`config.mk`:
```
export PLATFORM = sky130hd
export DESIGN_NAME = capture_seq_ctrl_flat
export DESIGN_NICKNAME = d
export VERILOG_FILES = /design/src/rtl/capture_seq_ctrl_pkg.sv /design/src/rtl/capture_seq_ctrl_if.sv /design/src/rtl/capture_seq_ctrl_trig_detect.sv /design/src/rtl/capture_seq_ctrl.sv /design/src/flat_wrapper.sv
export SDC_FILE = /design/constraint.sdc
export NUM_CORES = 1
export LEC_CHECK = 0
export CAP_MARGIN = 20
export CORE_MARGIN = 2
export CORE_UTILIZATION = 48
export CTS_CLUSTER_DIAMETER = 100
export DETAILED_ROUTE_END_ITERATION = 10
export GPL_TIMING_DRIVEN = 0
export HOLD_SLACK_MARGIN = 0.1
export PLACE_DENSITY = 0.88
export SLEW_MARGIN = 10
export SYNTH_ARGS = -nofsm -noshare
export SYNTH_HDL_FRONTEND = slang
export SYNTH_SLANG_ARGS = --single-unit
```
`constraint.sdc`:
```
create_clock -name user_clk -period 9.2 [get_ports user_clk]
set_clock_uncertainty 0.05 [all_clocks]
set_input_delay 2.3 -clock user_clk [delete_from_list [all_inputs] [get_ports user_clk]]
set_output_delay 2.3 -clock user_clk [all_outputs]
set_load 0.005 [all_outputs]
```
`src/rtl/capture_seq_ctrl_pkg.sv`:
```
// Shared types and register field positions for the capture1 snapshot sequencer.
package capture_seq_pkg;

  typedef enum logic [1:0] {
    ST_IDLE    = 2'd0,
    ST_ARMED   = 2'd1,
    ST_CAPTURE = 2'd2,
    ST_DONE    = 2'd3
  } state_t;

  localparam int CTRL_ARM     = 0;
  localparam int CTRL_ABORT   = 1;
  localparam int CTRL_MODE_LO = 2;
  localparam int CTRL_CH_LO   = 8;
  localparam int CTRL_LEN_LO  = 16;

  localparam logic [1:0] MODE_IMM    = 2'd0;
  localparam logic [1:0] MODE_THRESH = 2'd1;

  localparam int THR_LO = 16;
  localparam int THR_W  = 15;

  localparam int STAT_BUSY   = 0;
  localparam int STAT_DONE   = 1;
  localparam int STAT_ARMED  = 2;
  localparam int STAT_CLIP   = 3;
  localparam int STAT_CNT_LO = 16;

endpackage

```
`src/rtl/capture_seq_ctrl_if.sv`:
```
// Phase-stream input and capture-BRAM write port of the capture sequencer.
interface capture_seq_ctrl_if #(
  parameter int DATA_W = 16,
  parameter int CH_W   = 8,
  parameter int ADDR_W = 10
) ();

  logic              in_valid;
  logic [CH_W-1:0]   in_ch;
  logic [DATA_W-1:0] in_data;
  logic              wr_en;
  logic [ADDR_W-1:0] wr_addr;
  logic [DATA_W-1:0] wr_data;

  modport master (
    output in_valid, in_ch, in_data,
    input  wr_en, wr_addr, wr_data
  );

  modport slave (
    input  in_valid, in_ch, in_data,
    output wr_en, wr_addr, wr_data
  );

endinterface

```
`src/rtl/capture_seq_ctrl_trig_detect.sv`:
```
// Combinational channel match and below-baseline trigger compare.
module capture_trig_detect
  import capture_seq_pkg::*;
#(
  parameter int DATA_W = 16,
  parameter int CH_W   = 8
) (
  input  logic [1:0]        mode,
  input  logic [CH_W-1:0]   ch_sel,
  input  logic [DATA_W-1:0] baseline,
  input  logic [THR_W-1:0]  threshold,
  input  logic              in_valid,
  input  logic [CH_W-1:0]   in_ch,
  input  logic [DATA_W-1:0] in_data,
  output logic              sel,
  output logic              trig
);

  logic signed [DATA_W:0]   diff;
  logic signed [DATA_W+1:0] diff_x;
  logic signed [DATA_W+1:0] neg_thr;

  // One extra bit for the subtract and one more for the compare keeps full-scale excursions from wrapping.
  always_comb begin
    diff    = $signed({in_data[DATA_W-1], in_data}) - $signed({baseline[DATA_W-1], baseline});
    diff_x  = {diff[DATA_W], diff};
    neg_thr = -$signed({{(DATA_W+2-THR_W){1'b0}}, threshold});
    sel     = in_valid && (in_ch == ch_sel);
    trig    = sel && ((mode != MODE_THRESH) || (diff_x <= neg_thr));
  end

endmodule

```
`src/rtl/capture_seq_ctrl.sv`:
```
// Capture1 sequencer: arm on a software edge, trigger, write len+1 samples of one channel.
module capture_seq_ctrl
  import capture_seq_pkg::*;
#(
  parameter int DATA_W = 16,
  parameter int CH_W   = 8,
  parameter int ADDR_W = 10
) (
  input  logic         user_clk,
  input  logic         user_rst_n,
  input  logic [31:0]  ctrl_reg,
  input  logic [31:0]  base_kq,
  capture_seq_ctrl_if.slave io,
  output logic [31:0]  status_reg
);

  localparam logic [15:0] LEN_MAX = 16'((1 << ADDR_W) - 1);

  state_t            state_q, state_d;
  logic              arm_q;
  logic              arm_edge, abort;
  logic [CH_W-1:0]   ch_q;
  logic [1:0]        mode_q;
  logic [DATA_W-1:0] base_q;
  logic [THR_W-1:0]  thr_q;
  logic [ADDR_W-1:0] len_q;
  logic              clip_q;
  logic [ADDR_W:0]   wcnt_q;
  logic [15:0]       len_req;
  logic              sel, trig, last, wr_go, latch_go;
  logic [31:0]       status_d;
  logic              unused_bits;

  assign unused_bits = ^{ctrl_reg[7:4], base_kq[31]};
  assign arm_edge    = ctrl_reg[CTRL_ARM] & ~arm_q;
  assign abort       = ctrl_reg[CTRL_ABORT];
  assign len_req     = ctrl_reg[CTRL_LEN_LO +: 16];
  assign last        = (wcnt_q == {1'b0, len_q});

  capture_trig_detect #(
    .DATA_W (DATA_W),
    .CH_W   (CH_W)
  ) u_trig (
    .mode      (mode_q),
    .ch_sel    (ch_q),
    .baseline  (base_q),
    .threshold (thr_q),
    .in_valid  (io.in_valid),
    .in_ch     (io.in_ch),
    .in_data   (io.in_data),
    .sel       (sel),
    .trig      (trig)
  );

  always_ff @(posedge user_clk or negedge user_rst_n) begin
    if (!user_rst_n) begin
      state_q <= ST_IDLE;
      arm_q   <= 1'b0;
    end else begin
      state_q <= state_d;
      arm_q   <= ctrl_reg[CTRL_ARM];
    end
  end

  always_comb begin
    state_d = state_q;
    if (abort) begin
      state_d = ST_IDLE;
    end else begin
      unique case (state_q)
        ST_IDLE, ST_DONE: if (arm_edge) state_d = ST_ARMED;
        ST_ARMED:         if (trig)     state_d = last ? ST_DONE : ST_CAPTURE;
        ST_CAPTURE:       if (sel && last) state_d = ST_DONE;
        default:          state_d = ST_IDLE;
      endcase
    end
  end

  always_comb begin
    latch_go = ~abort & arm_edge & ((state_q == ST_IDLE) | (state_q == ST_DONE));
    wr_go    = ~abort & (((state_q == ST_ARMED) & trig) | ((state_q == ST_CAPTURE) & sel));
    status_d = '0;
    status_d[STAT_BUSY]  = (state_q == ST_ARMED) | (state_q == ST_CAPTURE);
    status_d[STAT_DONE]  = (state_q == ST_DONE);
    status_d[STAT_ARMED] = (state_q == ST_ARMED);
    status_d[STAT_CLIP]  = clip_q;
    status_d[STAT_CNT_LO +: 16] = 16'(wcnt_q);
  end

  // Software register contents only matter at the arm edge; later edits are ignored until re-arm.
  always_ff @(posedge user_clk or negedge user_rst_n) begin
    if (!user_rst_n) begin
      ch_q   <= '0;
      mode_q <= MODE_IMM;
      base_q <= '0;
      thr_q  <= '0;
      len_q  <= '0;
      clip_q <= 1'b0;
      wcnt_q <= '0;
    end else if (abort) begin
      clip_q <= 1'b0;
    end else if (latch_go) begin
      ch_q   <= ctrl_reg[CTRL_CH_LO +: CH_W];
      mode_q <= ctrl_reg[CTRL_MODE_LO +: 2];
      base_q <= base_kq[DATA_W-1:0];
      thr_q  <= base_kq[THR_LO +: THR_W];
      len_q  <= (len_req > LEN_MAX) ? LEN_MAX[ADDR_W-1:0] : len_req[ADDR_W-1:0];
      clip_q <= (len_req > LEN_MAX);
      wcnt_q <= '0;
    end else if (wr_go) begin
      wcnt_q <= wcnt_q + 1'b1;
    end
  end

  always_ff @(posedge user_clk or negedge user_rst_n) begin
    if (!user_rst_n) begin
      io.wr_en   <= 1'b0;
      io.wr_addr <= '0;
      io.wr_data <= '0;
      status_reg <= '0;
    end else begin
      io.wr_en   <= wr_go;
      status_reg <= status_d;
      if (wr_go) begin
        io.wr_addr <= wcnt_q[ADDR_W-1:0];
        io.wr_data <= io.in_data;
      end
    end
  end

endmodule

```
`src/flat_wrapper.sv`:
```
// flat-port wrapper written by rule: the top's interface ports become plain ports
module capture_seq_ctrl_flat import capture_seq_pkg::*;
#(
  parameter int DATA_W = 16,
  parameter int CH_W   = 8,
  parameter int ADDR_W = 10
)
  (user_clk, user_rst_n, ctrl_reg, base_kq, status_reg, io_in_valid, io_in_ch, io_in_data, io_wr_en, io_wr_addr, io_wr_data);
  capture_seq_ctrl_if #(.DATA_W(DATA_W), .CH_W(CH_W), .ADDR_W(ADDR_W)) io_i ();
  input  logic user_clk;
  input  logic user_rst_n;
  input  logic [31:0] ctrl_reg;
  input  logic [31:0] base_kq;
  output logic [31:0] status_reg;
  input wire logic [$bits(io_i.in_valid)-1:0] io_in_valid;
  input wire logic [$bits(io_i.in_ch)-1:0] io_in_ch;
  input wire logic [$bits(io_i.in_data)-1:0] io_in_data;
  output wire logic [$bits(io_i.wr_en)-1:0] io_wr_en;
  output wire logic [$bits(io_i.wr_addr)-1:0] io_wr_addr;
  output wire logic [$bits(io_i.wr_data)-1:0] io_wr_data;
  assign io_i.in_valid = io_in_valid;
  assign io_i.in_ch = io_in_ch;
  assign io_i.in_data = io_in_data;
  assign io_wr_en = io_i.wr_en;
  assign io_wr_addr = io_i.wr_addr;
  assign io_wr_data = io_i.wr_data;
  capture_seq_ctrl #(.DATA_W(DATA_W), .CH_W(CH_W), .ADDR_W(ADDR_W)) u_core (.user_clk(user_clk), .user_rst_n(user_rst_n), .ctrl_reg(ctrl_reg), .base_kq(base_kq), .io(io_i), .status_reg(status_reg));
endmodule
```
After elaboration in Yosys (flattened, before gate mapping)
Index checks and enable logic that the tools add are counted.

Bitwise gates (word level): 11. Magnitude comparators: 2. Mux-type cells: 11. Eq/ne operators: 9. Add/subtract/negate cells: 3. Reductions and logical operators: 11.

Operator list (count): $mux 11 (2); $le 17x18->1 (1); $neg 15->18 (1); $sub 16x16->17 (1); $gt 16x10->1 const B (1); $add 11x1->11 const B (1); $eq 11x10->1 (1); $mux 10 (1); $ne 3x2->1 const B (3); $eq 8x8->1 (1); $mux 2 (4); $and 1x1->1 (6); $pmux 2 s3 (1); $eq 2x2->1 const B (2); $reduce_and 2->1 (2); $reduce_bool 2->1 (2); $logic_and 1x1->1 (3); $mux 1 (3); $or 1x1->1 (3); $reduce_and 3->1 (1); $eq 2x1->1 const B (1); $logic_not 2->1 (1); $ne 2x1->1 const B (1); $not 1->1 (2); 2 further kinds (2).

Output and inout port bits: 59. Register bits: 108.

Logic depth before layout (Yosys ltp)
Depth after elaboration: 9. Depth in mapped cells: 19.

Modules after synthesis
Synthesis repeated with hierarchy kept, for this count alone.

Cells, all modules: 499. Area total of the unflattened synthesis: 6008.3 µm².

By module, submodules not included: capture_seq_ctrl (cells an instance 294, times used 1, area an instance 4504.3 µm²); capture_trig_detect (cells an instance 205, times used 1, area an instance 1503.9 µm²).

Least setup slack after synthesis
OpenSTA, ideal clock, no wires.

Path kind: input-to-reg. From: input io_in_data[0]. To: register u_core.io.wr_data[0]. Path slack: 3.143 ns. Path buffers: 1. Stages: 18. Arrival: 5.882 ns. Cell sequence: inv_1 -> ha_1 -> fa_1 -> nor2b_1 -> o31a_1 -> o21ai_1 -> a2111oi_0 -> nand3b_1 -> and4_1 -> o22ai_1 -> ha_1 -> and4_1 -> a21oi_1 -> mux2i_1 -> a21oi_2 -> nor2_4 -> buf_6 -> mux2_2.

Cells in the longest elaborated chain, start to end: 7.

Ends and longest elaborated chain: start, declared (RTL line flat_wrapper.sv:17) `input wire logic [$bits(io_i.in_data)-1:0] io_in_data;`; $sub 16x16->17 (RTL line capture_seq_ctrl_trig_detect.sv:25) `diff = $signed({in_data[DATA_W-1], in_data}) - $signed({baseline[DATA_W-1], baseline});`; $le 17x18->1 (RTL line capture_seq_ctrl_trig_detect.sv:29) `trig = sel && ((mode != MODE_THRESH) || (diff_x <= neg_thr));`; $logic_or 1x1->1 (RTL line capture_seq_ctrl_trig_detect.sv:29); $logic_and 1x1->1 (RTL line capture_seq_ctrl_trig_detect.sv:29); $and 1x1->1 (RTL line capture_seq_ctrl.sv:81) `wr_go = ~abort & (((state_q == ST_ARMED) & trig) | ((state_q == ST_CAPTURE) & sel));`; $or 1x1->1 (RTL line capture_seq_ctrl.sv:81); $and 1x1->1 (RTL line capture_seq_ctrl.sv:81); end signal, assigned (RTL line capture_seq_ctrl.sv:126) `io.wr_data <= io.in_data;`; end, declared (RTL line capture_seq_ctrl_if.sv:22) `output wr_en, wr_addr, wr_data`.

Parallel ways exist; a longest one is shown, timed or not. A chain may end at the register's enable or synchronous reset.

Worst setup path after layout
From: input io_in_data[0]. To: register u_core.io.wr_addr[4].

Cells in the longest elaborated chain, start to end: 7.

Ends and longest elaborated chain: $sub 16x16->17 (RTL line capture_seq_ctrl_trig_detect.sv:25); $le 17x18->1 (RTL line capture_seq_ctrl_trig_detect.sv:29); $logic_or 1x1->1 (RTL line capture_seq_ctrl_trig_detect.sv:29); $logic_and 1x1->1 (RTL line capture_seq_ctrl_trig_detect.sv:29); $and 1x1->1 (RTL line capture_seq_ctrl.sv:81); $or 1x1->1 (RTL line capture_seq_ctrl.sv:81); $and 1x1->1 (RTL line capture_seq_ctrl.sv:81); end signal, assigned (RTL line capture_seq_ctrl.sv:125) `io.wr_addr <= wcnt_q[ADDR_W-1:0];`; end, declared (RTL line capture_seq_ctrl_if.sv:22).

No other way between the ends.

==> results by stage <==
Status:
- The run finished with clean final reports.

Yosys:
- The synthesized area per cell is between 9 and 10 µm².
- The post-synthesis cell type with the largest combined area is sky130_fd_sc_hd__dfrtp_1.
- The post-synthesis adder-cell area fraction is 8.45%.
- For this run, the leading register cell type out of synthesis is sky130_fd_sc_hd__dfrtp_1.
- The cell count after synthesis came out at roughly 620.
- The largest family of logic cells by synthesized area is simple AND/OR/NAND/NOR gates.
- After synthesis the netlist holds a flip-flop and latch count of 108.
- The share of synthesized area occupied by flip-flops and latches is 44.9%.
- The count of unique library cells instantiated by Yosys is 57.
- Sorting the synthesized cells by area gives the leading types as sky130_fd_sc_hd__dfrtp_1, sky130_fd_sc_hd__nand2_1, sky130_fd_sc_hd__ha_1, sky130_fd_sc_hd__mux2_2, sky130_fd_sc_hd__xor2_1.
- The share of synthesized cell area in and, or, nand and nor gates is 19.5%.
- The cell area that synthesis handed to floorplanning was 6010 µm².
- The share of cell area taken by muxes after synthesis is 6.74%.
- The number of enable flip-flop cells after synthesis is 0.
- For this run, asynchronously set or reset flops after synthesis account for 100%.
- The Yosys step of the flow raised 0 warnings.
- The xor/xnor share of the synthesized area is under 10%.
- The complex-gate fraction of the synthesized area is 8.32%.
- After synthesis, the largest area contributor takes up 44.9% of total cell area.

Clock network:
- Clock-pin slew was measured on the worst setup and hold paths at 0.06 ns.
- TritonCTS built the clock tree.
- The post-CTS setup repair buffer count is 0.
- For the worst-skew pair, the clock arrives at the later sink with an insertion delay of 0.35 ns.
- The buffer cell driving the clock tree root is sky130_fd_sc_hd__clkbuf_16.
- The clock net sink count is 108.
- After clock tree synthesis, the repair step resized 0 gates.
- Buffers inserted during clock tree synthesis total 9.
- The clock passes through at most 2 buffers.
- The hold buffer count at CTS is 0.
- The H-tree depth is 3.

Power:
- In this run the static leakage power is approximately 3.7 nW.
- Overall power consumption after layout is estimated at 1.93 mW.
- IR analysis of the VDD net gives a maximum drop of 0.103 mV.
- Dividing total power by cell area gives a power density of 245 nW/µm².

Critical path:
- Setup slack on the worst reg-to-reg path comes out at 4.27 ns.
- The classification of the worst setup path is input port to flip-flop.
- STA classifies the critical path startpoint as an input port.
- The endpoint type of the worst setup path is a flip-flop.
- The highest net fanout along the worst path is 10.
- The data required time of the worst path is about 9.4 ns.
- The worst endpoint data arrival time is 7.22 ns.

Timing:
- Setup repair after global routing left no endpoint under its margin.
- For the final routed database, the setup TNS stands at 0 ns.
- The number of slew-limit violations in the final report was 0.
- The total of endpoints with negative setup slack in the final report is 0.
- The final critical path time including I/O delays and setup is 7.03 ns.
- The final-report hold violation count is 0.
- The final worst slack is between 2 and 2.5 ns.
- The headroom to the max-slew limit is between 40 and 50%.
- The final critical path takes up 76.5% of the cycle.
- The fmax is 142 MHz.
- For the pin with the worst max-slew slack, the measured transition is 0.786 ns.

Die:
- The core outline area is roughly 12000 µm².
- The full die area is 13400 µm².
- For this design the top-level I/O count stands at 150.
- Once the floorplan was initialized, standard cells occupied between 40% and 50% of the core.
- The floorplan die height is 116 µm.
- The floorplan has 40 rows.
- From left edge to right edge, the die measures 116 µm.

Drt:
- The number of design-rule violations left by the first detailed-router iteration is 260.
- The total DRC errors in the routed layout is 0.
- The total iterations of the first detailed-routing run is 5.
- The post-detailed-routing wire length is 14.0 mm.
- Detailed routing inserted a total of 4864 vias.
- In this run the remaining antenna-violating nets after routing total 0.
- After detailed routing, the average wire length per cell comes to 14.8 µm.
- The ratio of routed vias to standard cells is approximately 5.1.

Layout:
- The signed area change from the synthesized netlist to the final layout is 31.0%.
- In the final layout, the registers with the most flip-flops are u_core.base_q x16, u_core.io.wr_data x16.
- The ratio of cells with drive above 1 in the final layout is 9.74%.
- Cells fill 65.0% of the core in the end.
- The repair_antennas step left the layout with diodes totalling 0.
- Excluding fillers, the count of instances in the completed layout stands at 948.
- After the last flow step, the layout net total stands at 907.

Global routing:
- The first-pass GRT wire length is 23.1 mm.
- Entering global routing, the biggest net connects just over 70 pins.
- The number of antenna violations at the first check in global routing is 0.
- The number of global-route vias before repair is 4774.
- Global routing used 22.3% of the available tracks across all layers.
- The overflow left after global routing is 0.

Place:
- Once detailed placement completed, the half-perimeter wirelength came to 10.7 mm.
- The count of input and output buffers is 126.
- Routability-driven placement finished with a final weighted congestion of 0.863.
- After detailed placement, the design holds a cell count of 933.
- OpenSTA, run right after detailed placement, puts the worst setup slack at about 1.9 ns.

Flow run:
- Across the run, the number of max-cap violations was 0.

Hold path:
- The worst hold path belongs to the class flip-flop to flip-flop.
per-stage QoR:
stage	area [µm²]	hold slack (ns)
after global placement	7540	0.305
after global routing	7880	0.350
after detailed placement	7570	0.318
after floorplan	6070	0.302
final	7880	0.328
after CTS	7880	0.333
synth_stat cells, types with 2 or more instances:
library cell and count:
sky130_fd_sc_hd__a211o_1 2, sky130_fd_sc_hd__o21ai_1 2, sky130_fd_sc_hd__a31oi_1 2, sky130_fd_sc_hd__nand2_1 133, sky130_fd_sc_hd__buf_6 2, sky130_fd_sc_hd__a21oi_1 17
sky130_fd_sc_hd__o31a_1 2, sky130_fd_sc_hd__buf_1 3, sky130_fd_sc_hd__nor3_1 24, sky130_fd_sc_hd__a21boi_0 2, sky130_fd_sc_hd__o21a_1 2, sky130_fd_sc_hd__o21ai_0 36
sky130_fd_sc_hd__and4_1 4, sky130_fd_sc_hd__and2_1 3, sky130_fd_sc_hd__nor2_1 26, sky130_fd_sc_hd__nor2b_1 7, sky130_fd_sc_hd__mux2_2 28, sky130_fd_sc_hd__nand3b_1 5
sky130_fd_sc_hd__and3_1 2, sky130_fd_sc_hd__xor2_1 27, sky130_fd_sc_hd__o211ai_1 2, sky130_fd_sc_hd__inv_1 27, sky130_fd_sc_hd__a21o_1 3, sky130_fd_sc_hd__buf_4 17
sky130_fd_sc_hd__ha_1 39, sky130_fd_sc_hd__nand3_1 8, sky130_fd_sc_hd__o31ai_1 3, sky130_fd_sc_hd__clkbuf_1 10, sky130_fd_sc_hd__nor4_1 7, sky130_fd_sc_hd__nand4_1 6
sky130_fd_sc_hd__xnor2_1 14, sky130_fd_sc_hd__or4_1 3, sky130_fd_sc_hd__nand2b_1 12, sky130_fd_sc_hd__mux2i_1 9, sky130_fd_sc_hd__clkbuf_8 4, sky130_fd_sc_hd__dfrtp_1 108
worst paths after layout:
kind	startpoint	end	cells after the start
max reg2reg	u_core.base_q[0]	u_core.io.wr_addr[4]	17
min	u_core.wcnt_q[5]	u_core.status_reg[21]	0
max in group asynchronous	user_rst_n	u_core.base_q[4]	2
min in group asynchronous	user_rst_n	u_core.io.wr_addr[9]	1
min reg2reg	u_core.wcnt_q[5]	u_core.status_reg[21]	0
max	io_in_data[0]	u_core.io.wr_addr[4]	19
placed cells by master, fill, tap and decap left out, drive strengths merged, types with 7 or more instances in the layout:
master and n:
a21oi 18, buf 24, clkbuf 27, clkdlybuf4s50 125, conb 17, dfrtp 108, ha 39, inv 27
mux2 28, mux2i 9, nand2 133, nand2b 12, nand3 8, nor2 27, nor2b 7, nor3 24
nor4 8, o21ai 38, xnor2 14, xor2 27
final cells by class:
| class | instances | area (µm²) |
|---|---|---|
| fill | 974 | 4240 |
| multi-input combinational | 466 | 3010 |
| sequential | 108 | 2700 |
| timing repair buffer | 127 | 1290 |
| buffer | 37 | 259 |
| clock buffer | 12 | 256 |
| tap | 168 | 210 |
| inverter | 27 | 101 |
| clock inverter | 3 | 46.3 |
report_power, final:
part | total [mW] | internal, mW | switching, mW
registers | 0.673 | 0.591 | 0.0827
clock network | 0.395 | 0.225 | 0.170
logic | 0.858 | 0.395 | 0.462
total | 1.93 | 1.21 | 0.715
routing by layer:
| metal | up-vias | GRT usage, % | wire [µm] |
|---|---|---|---|
| met5 | - | 0 | 0 |
| li1 | 2394 | - | - |
| met2 | 147 | 36.1 | 6520 |
| met1 | 2300 | 29.4 | 6250 |
| met4 | 0 | 10.1 | 381 |
| met3 | 23 | 4.08 | 874 |
logic make-up after synthesis:
| group | Yosys count |
|---|---|
| and+or+nand+nor | 249 |
| other | 1 |
| muxes | 37 |
| xor gates and xnor gates | 41 |
| DFF | 108 |
| AOI/OAI and AO/OA | 82 |
| adders and majority gates | 40 |
| buffers and inverters | 64 |
critical path, cell delays in order:
cell	delay [ns]
sky130_fd_sc_hd__clkdlybuf4s50_1	0.47
sky130_fd_sc_hd__inv_1	0.05
sky130_fd_sc_hd__ha_1	0.22
sky130_fd_sc_hd__fa_1	0.42
sky130_fd_sc_hd__nor2b_1	0.19
sky130_fd_sc_hd__o31a_1	0.18
sky130_fd_sc_hd__o21ai_1	0.14
sky130_fd_sc_hd__a2111oi_0	0.60
sky130_fd_sc_hd__nand3b_1	0.22
sky130_fd_sc_hd__and4_1	0.21
sky130_fd_sc_hd__o22ai_1	0.11
sky130_fd_sc_hd__ha_1	0.34
sky130_fd_sc_hd__and4_1	0.21
sky130_fd_sc_hd__a21oi_1	0.21
sky130_fd_sc_hd__mux2i_1	0.29
sky130_fd_sc_hd__a21oi_2	0.16
sky130_fd_sc_hd__nor2_4	0.31
sky130_fd_sc_hd__buf_6	0.24
sky130_fd_sc_hd__mux2_2	0.35
No activity file was read; power rests on OpenSTA's default activity.
